## src/rtl/hazard_ctrl_if.sv

```systemverilog
// Signal bundle between the pipeline datapath and the hazard unit: register
// addresses and control flowing in, forwarding selects, stalls and flushes out.
interface hazard_ctrl_if #(
  parameter int ADDR_W = 5,
  parameter int CNT_W  = 16
);
  logic [ADDR_W-1:0] Rs1D, Rs2D, Rs1E, Rs2E, RdE, RdM, RdW;
  logic              MemReadE, RegWriteM, RegWriteW, PCSrcE, MduStartE;
  logic [1:0]        ForwardAE, ForwardBE;
  logic              StallF, StallD, StallE;
  logic              FlushD, FlushE, FlushM;
  logic              MduBusy;
  logic [CNT_W-1:0]  StallCount;

  modport master (
    output Rs1D, Rs2D, Rs1E, Rs2E, RdE, RdM, RdW,
    output MemReadE, RegWriteM, RegWriteW, PCSrcE, MduStartE,
    input  ForwardAE, ForwardBE, StallF, StallD, StallE,
    input  FlushD, FlushE, FlushM, MduBusy, StallCount
  );

  modport slave (
    input  Rs1D, Rs2D, Rs1E, Rs2E, RdE, RdM, RdW,
    input  MemReadE, RegWriteM, RegWriteW, PCSrcE, MduStartE,
    output ForwardAE, ForwardBE, StallF, StallD, StallE,
    output FlushD, FlushE, FlushM, MduBusy, StallCount
  );
endinterface

```

## src/rtl/hazard_ctrl.sv

```systemverilog
// Pipeline hazard unit: operand forwarding, load-use stall, branch flush and a
// multicycle-unit occupancy FSM, with a saturating stall-cycle counter.
module hazard_ctrl #(
  parameter int ADDR_W  = 5,
  parameter int MDU_LAT = 4,
  parameter int CNT_W   = 16
) (
  input  logic         clk,
  input  logic         rst,
  hazard_ctrl_if.slave hz
);

  localparam int                CW        = (MDU_LAT > 1) ? $clog2(MDU_LAT) : 1;
  localparam bit                MDU_MULTI = (MDU_LAT > 1);
  localparam logic [CW-1:0]     CNT_LOAD  = MDU_MULTI ? CW'(MDU_LAT - 2) : '0;
  localparam logic [ADDR_W-1:0] REG_ZERO  = '0;
  localparam logic [CNT_W-1:0]  CNT_MAX   = '1;

  typedef enum logic {IDLE, BUSY} state_t;

  state_t           state;
  logic [CW-1:0]    mduCount;
  logic [CNT_W-1:0] stallCount;
  logic             loadUse, mduStart;
  logic             stallF, stallD, stallE, flushD, flushE, flushM, mduBusy;
  logic [1:0]       forwardA, forwardB;

  // The M stage holds the younger result, so it beats W when both match.
  always_comb begin
    forwardA = 2'b00;
    forwardB = 2'b00;
    if (hz.RegWriteM && (hz.RdM != REG_ZERO) && (hz.RdM == hz.Rs1E))
      forwardA = 2'b10;
    else if (hz.RegWriteW && (hz.RdW != REG_ZERO) && (hz.RdW == hz.Rs1E))
      forwardA = 2'b01;
    if (hz.RegWriteM && (hz.RdM != REG_ZERO) && (hz.RdM == hz.Rs2E))
      forwardB = 2'b10;
    else if (hz.RegWriteW && (hz.RdW != REG_ZERO) && (hz.RdW == hz.Rs2E))
      forwardB = 2'b01;
  end

  assign loadUse  = hz.MemReadE && (hz.RdE != REG_ZERO) &&
                    ((hz.RdE == hz.Rs1D) || (hz.RdE == hz.Rs2D));
  assign mduStart = (state == IDLE) && hz.MduStartE && MDU_MULTI;

  always_comb begin
    stallF  = 1'b0;
    stallD  = 1'b0;
    stallE  = 1'b0;
    flushD  = 1'b0;
    flushE  = 1'b0;
    flushM  = 1'b0;
    mduBusy = 1'b0;
    if (!rst) begin
      if (state == BUSY) begin
        stallF  = 1'b1;
        stallD  = 1'b1;
        stallE  = 1'b1;
        flushM  = 1'b1;
        mduBusy = 1'b1;
      end else if (mduStart) begin
        stallF = 1'b1;
        stallD = 1'b1;
        stallE = 1'b1;
        flushM = 1'b1;
      end else if (hz.PCSrcE) begin
        flushD = 1'b1;
        flushE = 1'b1;
      end else if (loadUse) begin
        stallF = 1'b1;
        stallD = 1'b1;
        flushE = 1'b1;
      end
    end
  end

  // BUSY ends once the decremented count would reach zero, so it lasts
  // MDU_LAT-2 cycles and the start cycle brings the op to MDU_LAT-1 stalls.
  always_ff @(posedge clk) begin
    if (rst) begin
      state      <= IDLE;
      mduCount   <= '0;
      stallCount <= '0;
    end else begin
      if (stallF && (stallCount != CNT_MAX))
        stallCount <= stallCount + CNT_W'(1);
      case (state)
        IDLE: begin
          if (mduStart) begin
            state    <= BUSY;
            mduCount <= CNT_LOAD;
          end
        end
        BUSY: begin
          if ((mduCount == '0) || (mduCount == CW'(1))) begin
            state    <= IDLE;
            mduCount <= '0;
          end else begin
            mduCount <= mduCount - CW'(1);
          end
        end
        default: state <= IDLE;
      endcase
    end
  end

  assign hz.ForwardAE  = forwardA;
  assign hz.ForwardBE  = forwardB;
  assign hz.StallF     = stallF;
  assign hz.StallD     = stallD;
  assign hz.StallE     = stallE;
  assign hz.FlushD     = flushD;
  assign hz.FlushE     = flushE;
  assign hz.FlushM     = flushM;
  assign hz.MduBusy    = mduBusy;
  assign hz.StallCount = stallCount;

endmodule
```

## src/flat_wrapper.sv

```systemverilog
// flat-port wrapper written by rule: the top's interface ports become plain ports
module hazard_ctrl_flat 
#(
  parameter int ADDR_W  = 5,
  parameter int MDU_LAT = 4,
  parameter int CNT_W   = 16
)
  (clk, rst, hz_Rs1D, hz_Rs2D, hz_Rs1E, hz_Rs2E, hz_RdE, hz_RdM, hz_RdW, hz_MemReadE, hz_RegWriteM, hz_RegWriteW, hz_PCSrcE, hz_MduStartE, hz_ForwardAE, hz_ForwardBE, hz_StallF, hz_StallD, hz_StallE, hz_FlushD, hz_FlushE, hz_FlushM, hz_MduBusy, hz_StallCount);
  hazard_ctrl_if #(.ADDR_W(ADDR_W), .CNT_W(CNT_W)) hz_i ();
  input  logic clk;
  input  logic rst;
  input wire logic [$bits(hz_i.Rs1D)-1:0] hz_Rs1D;
  input wire logic [$bits(hz_i.Rs2D)-1:0] hz_Rs2D;
  input wire logic [$bits(hz_i.Rs1E)-1:0] hz_Rs1E;
  input wire logic [$bits(hz_i.Rs2E)-1:0] hz_Rs2E;
  input wire logic [$bits(hz_i.RdE)-1:0] hz_RdE;
  input wire logic [$bits(hz_i.RdM)-1:0] hz_RdM;
  input wire logic [$bits(hz_i.RdW)-1:0] hz_RdW;
  input wire logic [$bits(hz_i.MemReadE)-1:0] hz_MemReadE;
  input wire logic [$bits(hz_i.RegWriteM)-1:0] hz_RegWriteM;
  input wire logic [$bits(hz_i.RegWriteW)-1:0] hz_RegWriteW;
  input wire logic [$bits(hz_i.PCSrcE)-1:0] hz_PCSrcE;
  input wire logic [$bits(hz_i.MduStartE)-1:0] hz_MduStartE;
  output wire logic [$bits(hz_i.ForwardAE)-1:0] hz_ForwardAE;
  output wire logic [$bits(hz_i.ForwardBE)-1:0] hz_ForwardBE;
  output wire logic [$bits(hz_i.StallF)-1:0] hz_StallF;
  output wire logic [$bits(hz_i.StallD)-1:0] hz_StallD;
  output wire logic [$bits(hz_i.StallE)-1:0] hz_StallE;
  output wire logic [$bits(hz_i.FlushD)-1:0] hz_FlushD;
  output wire logic [$bits(hz_i.FlushE)-1:0] hz_FlushE;
  output wire logic [$bits(hz_i.FlushM)-1:0] hz_FlushM;
  output wire logic [$bits(hz_i.MduBusy)-1:0] hz_MduBusy;
  output wire logic [$bits(hz_i.StallCount)-1:0] hz_StallCount;
  assign hz_i.Rs1D = hz_Rs1D;
  assign hz_i.Rs2D = hz_Rs2D;
  assign hz_i.Rs1E = hz_Rs1E;
  assign hz_i.Rs2E = hz_Rs2E;
  assign hz_i.RdE = hz_RdE;
  assign hz_i.RdM = hz_RdM;
  assign hz_i.RdW = hz_RdW;
  assign hz_i.MemReadE = hz_MemReadE;
  assign hz_i.RegWriteM = hz_RegWriteM;
  assign hz_i.RegWriteW = hz_RegWriteW;
  assign hz_i.PCSrcE = hz_PCSrcE;
  assign hz_i.MduStartE = hz_MduStartE;
  assign hz_ForwardAE = hz_i.ForwardAE;
  assign hz_ForwardBE = hz_i.ForwardBE;
  assign hz_StallF = hz_i.StallF;
  assign hz_StallD = hz_i.StallD;
  assign hz_StallE = hz_i.StallE;
  assign hz_FlushD = hz_i.FlushD;
  assign hz_FlushE = hz_i.FlushE;
  assign hz_FlushM = hz_i.FlushM;
  assign hz_MduBusy = hz_i.MduBusy;
  assign hz_StallCount = hz_i.StallCount;
  hazard_ctrl #(.ADDR_W(ADDR_W), .MDU_LAT(MDU_LAT), .CNT_W(CNT_W)) u_core (.clk(clk), .rst(rst), .hz(hz_i));
endmodule
```

## config.mk

```make
export PLATFORM = sky130hd
export DESIGN_NAME = hazard_ctrl_flat
export DESIGN_NICKNAME = d
export VERILOG_FILES = /design/src/rtl/hazard_ctrl_if.sv /design/src/rtl/hazard_ctrl.sv /design/src/flat_wrapper.sv
export SDC_FILE = /design/constraint.sdc
export NUM_CORES = 1
export LEC_CHECK = 0
export CAP_MARGIN = 20
export CORE_MARGIN = 4
export CORE_UTILIZATION = 40
export DETAILED_ROUTE_END_ITERATION = 6
export PLACE_DENSITY_LB_ADDON = 0.15
export SLEW_MARGIN = 20
export SYNTH_ARGS = -nofsm -noshare
export SYNTH_HDL_FRONTEND = slang
export SYNTH_SLANG_ARGS = --single-unit
```

## constraint.sdc

```tcl
create_clock -name clk -period 2.42 [get_ports clk]
set_input_delay 0.484 -clock clk [delete_from_list [all_inputs] [get_ports clk]]
set_output_delay 0.484 -clock clk [all_outputs]
set_load 0.05 [all_outputs]
```

==> results of run 1 <==
-- repair_timing --
item,in CTS,in global routing
hold buffers,0,0
endpoints found under the hold margin,0,0
cloned,0,0
resized for setup,80,22
endpoints found under the setup margin,16,6
pin swaps,20,11
setup buffers,3,5
-- critical path, cell delays in order --
cell	delay, ns
clkdlybuf4s15_1	0.19
xor2_1	0.15
or4_4	0.55
nor4_4	0.35
buf_12	0.18
-- cells by family after synthesis --
family	Yosys count	share of synthesized area (%)
AND/OR/NAND/NOR	66	28.0
multiplexers	4	3.02
XOR/XNOR	30	19.2
flip-flops	19	27.8
AO/OA/AOI/OAI	33	15.8
buffers and inverters	12	5.13
adder cells (fa/ha/maj)	1	0.916
-- metrics by stage --
step | std cells | total power (W)
floorplan | 165 | 0.000464
detailed placement | 290 | 0.000621
global placement | 290 | 0.000611
CTS | 297 | 0.000785
global route | 302 | 0.000837
finish | 302 | 0.000801
-- power breakdown --
group	leakage, nW	internal [W]	switching, W
logic	0.853	0.000155	0.000157
registers	0.154	0.000319	0.00000610
clock network	0.0150	0.0000643	0.000101
-- worst max path at each step --
stage | from | end | cells past startpoint
final | hz_Rs2E[1] | hz_ForwardBE[0] | 5
after global routing | hz_Rs2E[1] | hz_ForwardBE[0] | 5
after CTS | hz_RdE[4] | hz_StallD | 6
after detailed placement | hz_RdE[2] | u_core.hz.StallCount[13] | 8
after global placement | hz_RdE[0] | hz_StallF | 6
after floorplan | hz_RdE[0] | hz_StallF | 6
-- layer usage --
layer  vias to the layer above  GRT usage [%]  share of wire [%]
met4                         0           6.35                1.8
met5                         -              0                  0
met3                        10           4.25                3.9
li1                        793              -                  -
met1                       802           23.1                 37
met2                        47           41.1                 57
-- state kept, by name, summed over array words and instances, names as in the netlist --
name,flops
u_core.state,1
u_core.hz.StallCount,16
u_core.mduCount,2
-- area by class of cell --
class                           count  area share (%)
Tap cell                           44            2.21
Sequential cell                    19            15.3
Timing Repair Buffer               97            38.6
Multi-Input combinational cell    134            42.1
Inverter                            4           0.754
Clock buffer                        4            1.06
-- placed cells by master (no fill, tap or decap), types with 4 or more instances in the layout --
cell type,instances
a21oi_1,10
and3_1,5
buf_12,9
buf_2,5
buf_4,28
buf_8,4
clkdlybuf4s15_1,6
clkdlybuf4s50_1,22
dfxtp_1,19
dlygate4sd2_1,15
nand2_1,14
nand3_1,10
nor2_1,6
nor4_4,4
o21ai_0,4
o31ai_1,5
or4_1,8
or4_4,5
xnor2_1,4
xor2_1,23
==> impl_results.md, run 1 <==
- Worst r2r src: u_core.hz.StallCount[6]
- Remaining global-route overflow: 0
- Crit path DAT: 1.91 ns
- Largest net degree at the start of global routing: 25
- Total track usage: 21.4%
- Final nets: 302
- Minimum clock period: 2.39 ns
- Multi-input gate area: 1050 um2
- Fin Setup TNS: 0 ns
- Vias in the first global route: 1626
- Ys flop type: dfxtp_1
- Tightest Pin Transition: 0.507 ns
- Die Y: 66.4 um
- Register area share after synthesis: 27.8%
- Post-DR wirelength/cell: 16.2 um
- Synthesized area per cell: 8.28 um2
- Root Driver: clkbuf_4
- Antenna Nets Post-Route: 0
- P_leak: 1.02 nW
- Setup slack after layout: 0.0296 ns
- Netlist cell types: 37
- Io pins: 69
- Worst skew pair latency: 0.30 ns
- Yosys reg bits: 19
- Crit path required time: 1.94 ns
- Via count: 1652
- Final Wtd Congestion: 0.808
- Hold depth: 2
- Wirelength, routed: 4.88 mm
- Max-Cap Viols: 0
- Hold WS: 0.488 ns
- # setup viols final: 0
- Maximum root-to-sink buffer count: 2
- PD cells: 322 nW/um2
- Die ar.: 4410 um2
- Area post-placement: 2350 um2
- Number of synthesized flops with an enable pin: 0
- Post-synth top area share: 27.8%
- CP Max Fanout: 2
- Max Slew Vio Count: 0
- Endpoint class of the critical path: primary output
- R2r endpoint: u_core.hz.StallCount[13]
- Count leader, synth: xor2_1
- Drt pass-1 iters: 4
- Worst min path class: flop to flop
- Diode count: 0
- Min-Delay Endpoint: u_core.mduCount[0]
- CTS tree: yes
- Antenna violations before repair: 0
- Remaining DRCs: 0
- Startpoint types: primary input
- Relative slew margins: 66.1%
- Fillers: 249
- Period utilization: 98.8%
- FF/Latch Area: 380 um2
- Cts bufs inserted: 3
- Via density per instance: 5.47
- Kind of critical path: primary input to primary output
- Initial drt markers: 58
- Die extent in x: 66.4 um
- Syn Nets: 208
- Yosys warnings: 0
- IO Port Bufs: 68
- Worst ir drop on vdd: 0.414 mV
- Flop2flop setup slack: 0.36 ns
- Hold Path Origin: u_core.mduCount[0]
- Synth cell count leaders: 24 x xor2_1, 19 x dfxtp_1, 14 x nand2_1
- Area grow syn2layout: 82.2%
- Share of layout cells above drive strength 1: 29.1%
- Synth top area cells: dfxtp_1 28%, xor2_1 15%, or4_1 7.1%
- Synth area leader: dfxtp_1
- HPWL Detailed: 3.82 mm
- Site Rows: 20
- Post-Syn Instances: 165
- Share of synthesized registers carrying an async set or reset: 0%
- Core footprint: 3150 um2
- Initial core utilization: 43.3%
- Unrepaired setup endpoints after global routing: true
- Fmax achieved: 418 MHz
- Depth of the CTS H-tree: 1
- Clock Skew: 0.00427 ns
- Fin area: 2490 um2
- Status: finished clean
- Final Hold Viols: 0
- # clock sinks: 19
- First-pass GRT wire length: 7.42 mm
- Worst reg2reg path depth: 6
- Pre-CTS setup slack: -0.466 ns
- Reg clk slew, reported paths: 0.11 ns
- Final core occ: 79.0%
- Synthesized cell area: 1370 um2
No activity file was read; power rests on OpenSTA's default activity.
==> run 2: changes to the inputs <==
--- a/config.mk
+++ b/config.mk
@@ -10,7 +10,7 @@
 export CORE_UTILIZATION = 40
 export DETAILED_ROUTE_END_ITERATION = 6
 export PLACE_DENSITY_LB_ADDON = 0.15
-export SLEW_MARGIN = 20
+export SLEW_MARGIN = 10
 export SYNTH_ARGS = -nofsm -noshare
 export SYNTH_HDL_FRONTEND = slang
 export SYNTH_SLANG_ARGS = --single-unit
==> results of run 2 <==
The final DEF is identical to that of run 1; final timing and power are the same.
